`config.mk`:
```
export PLATFORM = sky130hd
export DESIGN_NAME = game_fsm
export DESIGN_NICKNAME = d
export VERILOG_FILES = /design/src/rtl/game_fsm.sv
export SDC_FILE = /design/constraint.sdc
export NUM_CORES = 1
export LEC_CHECK = 0
export ABC_AREA = 1
export CAP_MARGIN = 20
export CORE_ASPECT_RATIO = 0.8
export CORE_MARGIN = 3
export CORE_UTILIZATION = 38
export DETAILED_ROUTE_END_ITERATION = 7
export HOLD_SLACK_MARGIN = 0.05
export PLACE_DENSITY = 0.79
export SYNTH_ARGS = -nofsm -noshare
export SYNTH_HDL_FRONTEND = slang
export SYNTH_SLANG_ARGS = --single-unit
```
`constraint.sdc`:
```
create_clock -name clk -period 1.8 [get_ports clk]
set_clock_uncertainty 0.15 [all_clocks]
set_input_delay 0.36 -clock clk [delete_from_list [all_inputs] [get_ports clk]]
set_output_delay 0.36 -clock clk [all_outputs]
set_load 0.05 [all_outputs]
```
`src/rtl/game_fsm.sv`:
```
// Game sequencer: steps IDLE/PLAY/HIT/CLEAR/OVER on frame-paced pauses and
// issues the round/new-game reload pulses plus the current wave level.
module game_fsm #(
  parameter int unsigned HIT_FRAMES   = 32'd60,
  parameter int unsigned CLEAR_FRAMES = 32'd90,
  parameter int unsigned OVER_FRAMES  = 32'd120,
  parameter int unsigned MAX_LEVEL    = 32'd7
) (
  input  logic        clk,
  input  logic        rst,
  input  logic        frame,
  input  logic        shoot,
  input  logic [1:0]  lives,
  input  logic [54:0] invaders,
  input  logic [1:0]  player_collision,
  output logic [2:0]  state,
  output logic        play_en,
  output logic        freeze,
  output logic        game_over,
  output logic        round_rst,
  output logic        new_game,
  output logic [2:0]  level
);

  typedef enum logic [2:0] {
    ST_IDLE  = 3'd0,
    ST_PLAY  = 3'd1,
    ST_HIT   = 3'd2,
    ST_CLEAR = 3'd3,
    ST_OVER  = 3'd4
  } state_e;

  localparam logic [7:0] HIT_LIM   = 8'(HIT_FRAMES);
  localparam logic [7:0] CLEAR_LIM = 8'(CLEAR_FRAMES);
  localparam logic [7:0] OVER_LIM  = 8'(OVER_FRAMES);
  localparam logic [2:0] MAX_LVL   = 3'(MAX_LEVEL);

  state_e     state_r, state_nxt_s;
  logic [7:0] cnt_r, cnt_nxt_s;
  logic       arm_r, arm_nxt_s;
  logic [2:0] level_r, level_nxt_s;
  logic       reload_s, new_game_s, state_chg_s;
  logic       play_en_r, freeze_r, game_over_r, round_rst_r, new_game_r;

  // Next-state, reload pulses, level update, frame counter and arm flag.
  always_comb begin
    state_nxt_s = state_r;
    reload_s    = 1'b0;
    new_game_s  = 1'b0;
    level_nxt_s = level_r;
    case (state_r)
      ST_IDLE: begin
        if (shoot) begin
          state_nxt_s = ST_PLAY;
          reload_s    = 1'b1;
          new_game_s  = 1'b1;
          level_nxt_s = 3'd0;
        end else begin
          state_nxt_s = ST_IDLE;
        end
      end
      ST_PLAY: begin
        // Collision outranks wave-clear; clear is blind until the formation reloads.
        if (player_collision != 2'b00) begin
          state_nxt_s = ST_HIT;
        end else if (arm_r && (invaders == 55'd0)) begin
          state_nxt_s = ST_CLEAR;
        end else begin
          state_nxt_s = ST_PLAY;
        end
      end
      ST_HIT: begin
        if (cnt_r >= HIT_LIM) begin
          if (lives == 2'd0) begin
            state_nxt_s = ST_OVER;
          end else begin
            state_nxt_s = ST_PLAY;
          end
        end else begin
          state_nxt_s = ST_HIT;
        end
      end
      ST_CLEAR: begin
        if (cnt_r >= CLEAR_LIM) begin
          state_nxt_s = ST_PLAY;
          reload_s    = 1'b1;
          if (level_r >= MAX_LVL) begin
            level_nxt_s = level_r;
          end else begin
            level_nxt_s = level_r + 3'd1;
          end
        end else begin
          state_nxt_s = ST_CLEAR;
        end
      end
      ST_OVER: begin
        if ((cnt_r >= OVER_LIM) && shoot) begin
          state_nxt_s = ST_PLAY;
          reload_s    = 1'b1;
          new_game_s  = 1'b1;
          level_nxt_s = 3'd0;
        end else begin
          state_nxt_s = ST_OVER;
        end
      end
      default: begin
        state_nxt_s = ST_IDLE;
      end
    endcase

    state_chg_s = (state_nxt_s != state_r);

    // A frame landing on a transition cycle belongs to neither state.
    if (state_chg_s) begin
      cnt_nxt_s = 8'd0;
      arm_nxt_s = 1'b0;
    end else if (frame) begin
      if (cnt_r != 8'hFF) begin
        cnt_nxt_s = cnt_r + 8'd1;
      end else begin
        cnt_nxt_s = cnt_r;
      end
      if (state_r == ST_PLAY) begin
        arm_nxt_s = 1'b1;
      end else begin
        arm_nxt_s = arm_r;
      end
    end else begin
      cnt_nxt_s = cnt_r;
      arm_nxt_s = arm_r;
    end
  end

  // State, counters and every output flag are held in flops.
  always_ff @(posedge clk or negedge rst) begin
    if (!rst) begin
      state_r     <= ST_IDLE;
      cnt_r       <= 8'd0;
      arm_r       <= 1'b0;
      level_r     <= 3'd0;
      play_en_r   <= 1'b0;
      freeze_r    <= 1'b0;
      game_over_r <= 1'b0;
      round_rst_r <= 1'b0;
      new_game_r  <= 1'b0;
    end else begin
      state_r     <= state_nxt_s;
      cnt_r       <= cnt_nxt_s;
      arm_r       <= arm_nxt_s;
      level_r     <= level_nxt_s;
      play_en_r   <= (state_nxt_s == ST_PLAY);
      freeze_r    <= (state_nxt_s == ST_HIT) || (state_nxt_s == ST_CLEAR);
      game_over_r <= (state_nxt_s == ST_OVER);
      round_rst_r <= reload_s;
      new_game_r  <= new_game_s;
    end
  end

  assign state     = state_r;
  assign play_en   = play_en_r;
  assign freeze    = freeze_r;
  assign game_over = game_over_r;
  assign round_rst = round_rst_r;
  assign new_game  = new_game_r;
  assign level     = level_r;

endmodule

```
==> results.tsv <==
stage	metric	value	unit
status	status	finished, final reports clean	
timing	crit path time final	1800	ps
worst_setup_path	CP max FO	5	
timing	RSZ-0062 raised after global routing	true	
timing	final hold vios	0	
detailed_routing	vias	1535	
timing	Max Fclk	556	MHz
detailed_routing	drt drc	0	
pwr	Seq pwr share	25.0	%
floorplan	Initial Util	40.9	%
timing	Final period util	99.9	%
floorplan	width of the die	71.4	um
placed_design	Post-DP Area	0.00221	mm2
worst_setup_path	crit-path leading delay family	simple AND/OR/NAND/NOR gates	
timing	Slew Limit Fails	0	
cts	clk slew on worst S/H paths	80	ps
timing	count of final setup violators	0	
yosys	Gate Count Post-Synth	179	
cells_and_area	P&R area growth vs syn	100	%
yosys	Yosys warning total	0	
yosys	Synth Area per Inst	7.26	um2
pwr	PD cells	987	mW/mm2
global_routing	GR Util All Layers	20.4	%
worst_setup_path	Startpoint Class	flip-flop	
timing	Slew headroom	79.3	%
cells_and_area	share of layout cells above drive strength 1	28.9	%
cells_and_area	final design area excluding fillers	0.00260	mm2
detailed_routing	Starting DRT DRC Count	59	
placed_design	I/O Buffers	73	
hold_path	worst min-delay path class	input port to asynchronous set/reset pin	
placed_design	pre-CTS setup slack	-322	ps
pwr	Net Sw Frac	46.2	%
run	Max Cap Violations	0	
worst_setup_path	slowest CP cell	dfrtp_1	
detailed_routing	via density per instance	4.84	
detailed_routing	Routed Antenna Nets	0	
placed_design	hpwl dp	3240	um
yosys	Post-synth ARST share	100	%
placed_design	GP Congestion	0.774	
yosys	Main synth FF type	dfrtp_1	
cts	CTS Buf Count	3	
yosys	Post-synth EDFFs	0	
detailed_routing	Total Wirelength	4960	um
yosys	Yosys cell types	25	
floorplan	core area	0.00318	mm2
cells_and_area	Fillers	174	
detailed_routing	wire length per cell	15.6	um
pwr	Logic pwr share	62.9	%
cts	clock sink count	20	
global_routing	antenna violations before repair	0	
worst_setup_path	crit path DAT	1840	ps
worst_setup_path	worst path cell trace	nand2_2 -> inv_2 -> nand3_4 -> nand2_4 -> o21ai_4 -> nand3_2 -> o21ai_4 -> nand3_4 -> nor2_2	
global_routing	vias in the first global route	1386	
pwr	total power	2.57	mW
global_routing	Overflow after GRT	0	
yosys	ranking of synthesized cells by area	dfrtp_1 39%, nor2_1 13%, nand2_1 12%, inv_1 4.3%, nor2_2 4.3%	
worst_setup_path	crit-path max cell delay	420	ps
yosys	most common cell in the netlist	nor2_1	
cts	H-tree levels	1	
detailed_routing	1st-pass router iterations	4	
timing	TNS Setup	0	ps
pwr	Net Switching	1.19	mW
worst_setup_path	required time worst endpoint	1850	ps
cts	Clk Latency, worst-skew pair	260	ps
floorplan	full die area	0.00416	mm2
worst_setup_path	Buffers & Inverters on Critical Path	1	
worst_setup_path	crit path capture type	flip-flop	
yosys	Mapped Area	0.00130	mm2
global_routing	first-pass GRT wire length	6630	um
floorplan	Cell Rows	18	
yosys	Seq/Total Area, Yosys	38.5	%
cts	CTS tree	built	
floorplan	Boundary Pins	74	
yosys	Mapped Nets	246	
yosys	Seq cells post-synth	20	
floorplan	Die Ht	58.3	um
timing	Worst Max-Slew Pin Slew	309	ps
yosys	Commonest cells post-synth	44 x nor2_1, 41 x nand2_1, 20 x dfrtp_1	
cells_and_area	nets@finish	345	
pwr	Internal	1.38	mW
timing	final setup slack of the worst path	1.37	ps
worst_setup_path	worst setup path category	flip-flop to flip-flop	
yosys	Yosys top cell by area	dfrtp_1	
cells_and_area	Antenna diodes	0	
pwr	Leak	1.52	nW
cts	CTS Buffer Depth	2	
pwr	clock share of power	12.1	%
pwr	Max IR drop VDD	687	uV
cts	root buffer cell	clkbuf_8	
cts	hold_buf cts	0	
yosys	area share of the largest cell type after synthesis	38.5	%
global_routing	largest net degree at the start of global routing	21	
[layout by cell type (no fill, tap or decap), drive strengths merged]
cell,Yosys,final
a211o,1,1
a21oi,1,1
a31oi,3,3
buf,0,31
clkbuf,0,4
clkdlybuf4s50,0,15
dfrtp,20,20
dlymetal6s2s,0,47
ha,4,4
inv,19,19
nand2,42,42
nand3,8,9
nand4,2,2
nor2,54,54
nor3,6,6
o21ai,11,11
or2,1,1
xnor2,2,2
xor2,5,5
[per-layer routing]
| layer | vias to the layer above | part of all wire, % | GRT usage [%] |
|---|---|---|---|
| met1 | 704 | 42 | 26.5 |
| li1 | 769 | - | - |
| met5 | - | 0 | 0 |
| met4 | 0 | 0.73 | 3.75 |
| met2 | 58 | 51 | 35.1 |
| met3 | 4 | 6.5 | 4.95 |
[sequential cells by signal (all words and copies together) (netlist names)]
register	flops
state	3
level	3
play_en	1
round_rst	1
arm_r	1
cnt_r	8
game_over	1
new_game	1
freeze	1
[worst paths after layout]
check | startpoint | to | slack (ps) | cells past startpoint
hold reg to reg | level[2] | level[2] | 470 | 2
max in group asynchronous | rst | state[2] | 980 | 2
setup / recovery | cnt_r[4] | cnt_r[6] | 1 | 9
min in group clk | level[2] | level[2] | 470 | 2
setup reg to reg | cnt_r[4] | cnt_r[6] | 1 | 9
hold / removal | rst | cnt_r[0] | 280 | 2
[cell families after synthesis]
logic type | Yosys count | synth area share (%)
AO/OA/AOI/OAI | 16 | 7.80
XOR/XNOR | 7 | 4.72
adder cells (fa/ha/maj) | 4 | 3.85
buffers and inverters | 19 | 5.49
flip-flops | 20 | 38.5
AND/OR/NAND/NOR | 113 | 39.6
[metrics by stage]
step	utilization [%]	cells	hold slack (ps)
2_1_floorplan	-	179	-85.6
3_3_place_gp	69.7	303	351
3_5_place_dp	69.7	303	366
4_1_cts	73.6	310	291
5_1_grt	81.9	317	298
6_report	81.9	317	281
[area by class of cell]
class                   count  area, um2  area share [%]
repair buffers             93       1060            40.7
flip-flops and latches     20        507            19.5
well taps                  40       50.0            1.92
multi-input cells         141        867            33.3
clock buffers               4       45.0            1.73
inverters                  19       73.8            2.84
[power by group through the flow]
stage	Sequential [mW]	Clock (mW)	Combinational (mW)
final	0.642	0.310	1.62
after global routing	0.652	0.327	1.72
after CTS	0.635	0.305	1.46
after detailed placement	0.633	0	1.28
after global placement	0.633	0	1.26
after floorplan	0.867	0	0.487
[timing repair]
item                       in CTS  in global routing
gates cloned                    1                  0
resized for setup               7                 70
setup endpoints to repair       9                 10
pin swaps                       1                 57
buffers inserted                2                  7
[worst register-to-register path, delay by kind of cell (launching register included)]
family	cells	cell delay, ps
simple gates	6	690
compound gates	2	420
flops	1	420
buf+inv	1	60
No activity file was read; power rests on OpenSTA's default activity.
